==> config.mk <==
export PLATFORM = sky130hd
export DESIGN_NAME = shift_sequencer
export DESIGN_NICKNAME = d
export VERILOG_FILES = /design/src/rtl/shift_sequencer.sv
export SDC_FILE = /design/constraint.sdc
export NUM_CORES = 1
export LEC_CHECK = 0
export BUFFER_PORTS_ARGS = -buffer_cell sky130_fd_sc_hd__buf_2
export CORE_MARGIN = 1
export CORE_UTILIZATION = 40
export DETAILED_ROUTE_END_ITERATION = 16
export PLACE_DENSITY = 0.7
export SETUP_SLACK_MARGIN = 0.15
export SLEW_MARGIN = 20
export SYNTH_ARGS = -nofsm -noshare
export SYNTH_HDL_FRONTEND = slang
export SYNTH_SLANG_ARGS = --single-unit
==> constraint.sdc <==
create_clock -name clk -period 1.3 [get_ports clk]
set_input_delay 0.13 -clock clk [delete_from_list [all_inputs] [get_ports clk]]
set_output_delay 0.13 -clock clk [all_outputs]
set_load 0.005 [all_outputs]
==> src/rtl/shift_sequencer.sv <==
// Shift-unit sequencer: LOAD -> SHIFT -> DONE handshake between the main
// control FSM and the shift-amount mux / shift register pair.
// Optional build macro: SHIFT_SEQ_ITERATIVE_EN selects single-bit iterative
// shifting (shift_n=1 per step); the default issues one shift of cnt bits.
module shift_sequencer (
  input  logic       clk,
  input  logic       reset,
  input  logic       start,
  input  logic [1:0] op,
  input  logic [1:0] amt_src,
  input  logic [4:0] amount_in,
  output logic [1:0] shamt_sel,
  output logic [2:0] shift_ctrl,
  output logic [4:0] shift_n,
  output logic       busy,
  output logic       done,
  output logic       wr_en
);

`ifdef SHIFT_SEQ_ITERATIVE_EN
  localparam bit Iterative = 1'b1;
`else
  localparam bit Iterative = 1'b0;
`endif

  localparam logic [2:0] CmdNop  = 3'b000;
  localparam logic [2:0] CmdLoad = 3'b001;

  typedef enum logic [1:0] {StIdle, StLoad, StShift, StDone} state_e;

  state_e     state_q;
  logic [1:0] op_q;
  logic [1:0] sel_q;
  logic [4:0] cnt;

  // Shift type to shift-register command.
  function automatic logic [2:0] op_cmd(input logic [1:0] o);
    logic [2:0] c;
    case (o)
      2'b00:   c = 3'b010;
      2'b01:   c = 3'b011;
      2'b10:   c = 3'b100;
      default: c = 3'b101;
    endcase
    return c;
  endfunction

  // The mux select is a register, so it is stable in every state, IDLE included.
  assign shamt_sel = sel_q;

  // Sequencer FSM; outputs are registered as a function of the next state.
  always_ff @(posedge clk or negedge reset) begin
    if (!reset) begin
      state_q    <= StIdle;
      op_q       <= 2'b00;
      sel_q      <= 2'b00;
      cnt        <= 5'd0;
      shift_ctrl <= CmdNop;
      shift_n    <= 5'd0;
      busy       <= 1'b0;
      done       <= 1'b0;
      wr_en      <= 1'b0;
    end else begin
      case (state_q)
        StIdle: begin
          done    <= 1'b0;
          wr_en   <= 1'b0;
          shift_n <= 5'd0;
          if (start) begin
            state_q    <= StLoad;
            op_q       <= op;
            sel_q      <= amt_src;
            shift_ctrl <= CmdLoad;
            busy       <= 1'b1;
          end else begin
            shift_ctrl <= CmdNop;
            busy       <= 1'b0;
          end
        end
        StLoad: begin
          cnt <= amount_in;
          if (amount_in != 5'd0) begin
            state_q    <= StShift;
            shift_ctrl <= op_cmd(op_q);
            shift_n    <= Iterative ? 5'd1 : amount_in;
          end else begin
            state_q    <= StDone;
            shift_ctrl <= CmdNop;
            shift_n    <= 5'd0;
            done       <= 1'b1;
            wr_en      <= 1'b1;
          end
        end
        StShift: begin
          // Iterative build counts down one step per cycle; exit on the last step.
          if (Iterative) cnt <= cnt - 5'd1;
          if (!Iterative || cnt <= 5'd1) begin
            state_q    <= StDone;
            shift_ctrl <= CmdNop;
            shift_n    <= 5'd0;
            done       <= 1'b1;
            wr_en      <= 1'b1;
          end
        end
        default: begin
          state_q    <= StIdle;
          shift_ctrl <= CmdNop;
          shift_n    <= 5'd0;
          busy       <= 1'b0;
          done       <= 1'b0;
          wr_en      <= 1'b0;
        end
      endcase
    end
  end

endmodule

==> results of run 1 <==
flip-flops by register name, indices dropped and copies added (netlist names):
register	flops
op_q	2
busy	1
shamt_sel	2
wr_en	1
state_q	2
shift_n	5
shift_ctrl	3
kinds of logic after synthesis:
logic type               Yosys count
AO/OA/AOI/OAI                      8
adder cells (fa/ha/maj)            4
buffers and inverters              6
flip-flops                        16
multiplexers                       5
AND/OR/NAND/NOR                   12
worst max-delay path, stage by stage (launching register included):
cell	delay, ns
dfrtp_1	0.42
inv_2	0.11
ha_4	0.14
a21bo_4	0.23
mux2_4	0.29
synthesized netlist by cell type:
| cell | count |
|---|---|
| o31ai_1 | 2 |
| inv_1 | 5 |
| o21ai_0 | 3 |
| a31oi_1 | 1 |
| o211ai_1 | 1 |
| buf_4 | 1 |
| nor3_2 | 1 |
| a21bo_4 | 1 |
| nor2_1 | 3 |
| mux2_4 | 1 |
| mux2_2 | 4 |
| dfrtp_1 | 16 |
| and2_2 | 5 |
| ha_1 | 4 |
| nand2_1 | 3 |
metrics by stage:
| step | std cells | area [um2] | setup TNS [ns] | hold WS (ns) |
|---|---|---|---|---|
| finish | 103 | 1035 | 0 | 0.07164 |
| global route | 103 | 1035 | -0.02165 | 0.06021 |
| CTS | 102 | 959.7 | 0 | 0.07200 |
| detailed placement | 91 | 840.8 | -0.01851 | 0.06164 |
| global placement | 91 | 840.8 | 0 | 0.05431 |
| floorplan | 51 | 700.7 | 0 | -0.1656 |
layer usage:
metal / vias to the layer above / GRT usage, % / wire, um
met5: - / 0 / 0
met1: 226 / 18.61 / 563
met4: 0 / 9.375 / 38
met2: 12 / 25.15 / 682
met3: 4 / 3.830 / 36
li1: 240 / - / -
report_power, final:
| part | leakage [nW] | internal (mW) | switching (mW) |
|---|---|---|---|
| Sequential | 0.203 | 0.694 | 0.109 |
| Clock | 0.0210 | 0.170 | 0.158 |
| Combinational | 0.306 | 0.753 | 0.526 |
what timing repair did:
item,in CTS,in global routing
gates resized for setup,6,17
hold endpoints to repair,16,0
pin swaps,2,3
hold buffers,1,0
setup endpoints to repair,7,10
setup buffers,6,1
how the worst min path moves through the flow:
stage / start / to / slack [ns] / cells past startpoint
after floorplan: reset / busy / -0.17 / 0
after global placement: reset / shift_n[0] / 0.05 / 1
after detailed placement: reset / shift_n[0] / 0.06 / 1
after CTS: amt_src[0] / shamt_sel[0] / 0.07 / 2
after global routing: amt_src[0] / shamt_sel[0] / 0.06 / 2
final: amt_src[0] / shamt_sel[0] / 0.07 / 2
layout make-up:
type	count	area, um2	share of cell area (%)
clock buffer	4	36.28	3.507
inverter	5	18.77	1.814
multi-input combinational	29	349.1	33.74
sequential	16	401.6	38.82
tap	16	20.02	1.935
timing repair buffer	33	209.0	20.19
==> results_dict.tcl, run 1 <==
set metrics [dict create \
    reg2reg_setup_slack_ns 0.01 \
    max_cap_viol_count 0 \
    status "completed" \
    dr.pass1.iters 4 \
    cts_root_buffer "clkbuf_4" \
    final_common_cell "buf_2" \
    hpwl_um 823.2 \
    clock_skew_ns 0.002723 \
    crit_required_ns 1.48 \
    io_buffers 24 \
    synth_area_leaders "dfrtp_1 60%, ha_1 7.5%, mux2_2 6.8%" \
    synth_fa_ha_area_share_pct 7.505 \
    initial_core_util_pct 43.76 \
    diodes 0 \
    grt_pass1_wl_mm 2.014 \
    die_h_um 42.83 \
    power_density_nw_per_um2 2329 \
    htreeDepth 1 \
    grt_max_degree 17 \
    drv_slew 0 \
    rows 14 \
    seq_area_frac_synth_pct 60.04 \
    critical_path_class "flip-flop to flip-flop" \
    synth.area.mux_share_pct 9.006 \
    grt_pass1_vias 442 \
    relSlewSlack_pct 77.12 \
    vias_per_cell 4.680 \
    die-area_um2 1834 \
    io_pins 25 \
    via_count 482 \
    drive_gt1_share_pct 72.41 \
    synth_cell_type_count 15 \
    fin_total_pwr_mw 2.410 \
    numCtsBuffers 3 \
    utilization_pct 67.90 \
    drtAntennaViolNets 0 \
    finalCritPeriodShare_pct 98.96 \
    power.leakage_nw 0.5300 \
    cp.arrival_ns 1.46 \
    cts_max_path_buffers 2 \
    endpoint_kind "flip-flop" \
    rsz0062_at_grt "yes" \
    reg2reg_depth 4 \
    critPathMaxFanout 3 \
    synth-compound-area-share_pct 9.006 \
    fill_cells 119 \
    setup_viol 0 \
    place_ws_ns -0.01851 \
    yosys.area_share.simple_pct 10.51 \
    min_period_ns 1.286 \
    ys_warn_count 0 \
    setup.worst_path.start "state_q[1]" \
    core_um2 1524 \
    wl_per_cell_um 12.83 \
    synth.avg_cell_area_um2 13.08 \
    worstHoldPathType "input pin to flip-flop" \
    report.final.hold_viol_count 0 \
    wl_mm 1.322 \
    dieWidth_um 42.83 \
    netlist_area_um2 666.9 \
    startpoint_type "flip-flop" \
    reg2reg_to "wr_en" \
    clkLatencyLatePin_ns 0.28 \
    fmax_mhz 777.3 \
    clk_pin_slew_worst_paths_ns 0.10 \
    synth_top_family_by_area "simple AND/OR/NAND/NOR gates" \
    clkSinkCount 16 \
    synth_fp_nets 67 \
    grt_usage_pct 15.61 \
    syn2layout_area_growth_pct 55.16 \
    drc 0 \
    synthCells 51 \
    crit_path_end "wr_en" \
    grt_remaining_overflow 0 \
    ys_seq_elements 16 \
    cts_tree "built" \
    antenna_found_initial 0 \
    drtIter0Drc 3 \
    r2r_start "state_q[1]" \
    ir_drop_v 0.001463 \
    final_nets 104 \
    synth_xor_area_share_pct 0 \
    worst_slack_ns 0.01356 \
    yosysTopAreaCell "dfrtp_1" \
    netlist.area_leader.share_pct 60.04 \
    gp_congestion 0.6913 \
    tightest_slew_ns 0.3433 \
    final_cell_mix "24 x buf_2, 15 x dfrtp_1, 5 x and2_2, 5 x mux2_4, 5 x buf_6" \
]
Power figures use the tool's default switching activity.
==> run 2: changes to the inputs <==
- PLACE_DENSITY: 0.7 -> 0.79
==> run 2 against run 1 <==
- clock skew barely moved
- sequential power about the same
- combinational power shrank 22%
- first-iteration DRC count fell by 33%
- clock-buffer cell count did not move
- routed wire length is 9.1% lower
- flip-flop and latch count stayed put
- register-to-register slack better by 0.04 ns
- largest cell class unchanged
- largest power group unchanged
==> results_dict.tcl, run 2 (synthesis results as in run 1) <==
set metrics [dict create \
    drtAntennaViolNets 0 \
    worstHoldPathType "input pin to flip-flop" \
    finalCritPeriodShare_pct 96.10 \
    core_um2 1524 \
    grt_pass1_vias 493 \
    report.final.hold_viol_count 0 \
    clkLatencyLatePin_ns 0.28 \
    place_ws_ns -0.01228 \
    final_cell_mix "24 x buf_2, 15 x dfrtp_1, 6 x buf_4, 5 x and2_2, 5 x mux2_4" \
    crit_path_end "wr_en" \
    initial_core_util_pct 43.76 \
    crit_required_ns 1.47 \
    worst_slack_ns 0.05070 \
    tightest_slew_ns 0.3586 \
    fill_cells 126 \
    setup_viol 0 \
    wl_per_cell_um 11.90 \
    htreeDepth 1 \
    critPathMaxFanout 3 \
    critical_path_class "flip-flop to flip-flop" \
    setup.worst_path.start "state_q[1]" \
    endpoint_kind "flip-flop" \
    hold_ws_ns 0.07633 \
    cp.arrival_ns 1.42 \
    via_count 485 \
    relSlewSlack_pct 76.09 \
    cts_tree "built" \
    syn2layout_area_growth_pct 42.40 \
    die-area_um2 1834 \
    numCtsBuffers 3 \
    status "completed" \
    drtIter0Drc 2 \
    drive_gt1_share_pct 63.53 \
    clkSinkCount 16 \
    r2r_start "state_q[1]" \
    grt_max_degree 17 \
    min_period_ns 1.249 \
    fmax_mhz 800.4 \
    cts_max_path_buffers 2 \
    regMostFlops "shift_n" \
    gp_congestion 0.6930 \
    io_pins 25 \
    clk_pin_slew_worst_paths_ns 0.09 \
    drv_slew 0 \
    final_nets 102 \
    ir_drop_v 0.001356 \
    cts_root_buffer "clkbuf_4" \
    rsz0062_at_grt "yes" \
    vias_per_cell 4.802 \
    power.leakage_nw 0.5138 \
    max_cap_viol_count 0 \
    hpwl_um 881.4 \
    wl_mm 1.202 \
    grt_remaining_overflow 0 \
    diodes 0 \
    grt_pass1_wl_mm 2.090 \
    finalSetupTns_ns 0 \
    largest_register_ffs 5 \
    reg2reg_to "wr_en" \
    rows 14 \
    final_common_cell "buf_2" \
    clock_skew_ns 0.002293 \
    die_h_um 42.83 \
    reg.largest.list "shift_n (5), shift_ctrl (3)" \
    drc 0 \
    power_density_nw_per_um2 2236 \
    dieWidth_um 42.83 \
    startpoint_type "flip-flop" \
    grt_usage_pct 16.19 \
    reg2reg_depth 4 \
    dr.pass1.iters 2 \
    io_buffers 24 \
    reg2reg_setup_slack_ns 0.05 \
    antenna_found_initial 0 \
]
## run 2: cell types whose count changed in the layout (fill, tap and decap cells not counted), moves of 2 or more
cell,delta
buf_6,-5
ha_4,-2
ha_1,+2
buf_4,+3
o31ai_2,-2
o31ai_1,+2
## run 2: timing repair
item / 4_1_cts / 5_1_grt
setup buffers: 4 / 1
resized for setup: 3 / 6
pin swaps: 1 / 2
hold buffers: 1 / 0
cloned: 0 / 0
endpoints found under the hold margin: 16 / 0
endpoints found under the setup margin: 8 / 10
## run 2: critical path, stage by stage (launching register included)
cell and delay (ns):
dfrtp_1 0.39, inv_2 0.10, ha_4 0.14, a21bo_4 0.22
mux2_4 0.28
## run 2: how the worst min path moves through the flow
stage                           from            to  slack (ns)  cells after the start
after floorplan                reset          busy       -0.17                      0
after global placement         reset    shift_n[3]        0.05                      1
after detailed placement       reset    shift_n[0]        0.06                      1
after CTS                      op[0]       op_q[0]        0.07                      2
after global routing      amt_src[0]  shamt_sel[0]        0.07                      2
final                          op[0]       op_q[0]        0.08                      2
## run 2: routing by layer
layer | vias up | part of all wire (%) | GRT usage, %
li1 | 235 | - | -
met1 | 227 | 42 | 19.01
met2 | 19 | 50 | 25.45
met3 | 4 | 6.5 | 4.255
met4 | 0 | 1.5 | 11.25
met5 | - | 0 | 0
## run 2: through the flow
step                area (um2)  util [%]  std cells  power, mW
finish                   949.7     62.32        101      2.124
global route             949.7     62.32        101      2.299
CTS                      928.4     60.92        100      2.082
detailed placement       840.8     55.17         91      1.608
global placement         840.8     55.17         91      1.578
floorplan                700.7         -         51      1.351
## run 2: power by group
part           internal [mW]  total [mW]  switching [mW]
Sequential             0.694       0.803           0.109
Clock                  0.170       0.320           0.149
Combinational          0.597        1.00           0.403
## run 2: layout make-up
type | instances | area, um2 | share of cell area (%)
Inverter | 5 | 18.77 | 1.976
Tap cell | 16 | 20.02 | 2.108
Sequential cell | 16 | 401.6 | 42.29
Timing Repair Buffer | 31 | 175.2 | 18.45
Clock buffer | 4 | 36.28 | 3.821
Multi-Input combinational cell | 29 | 297.8 | 31.36
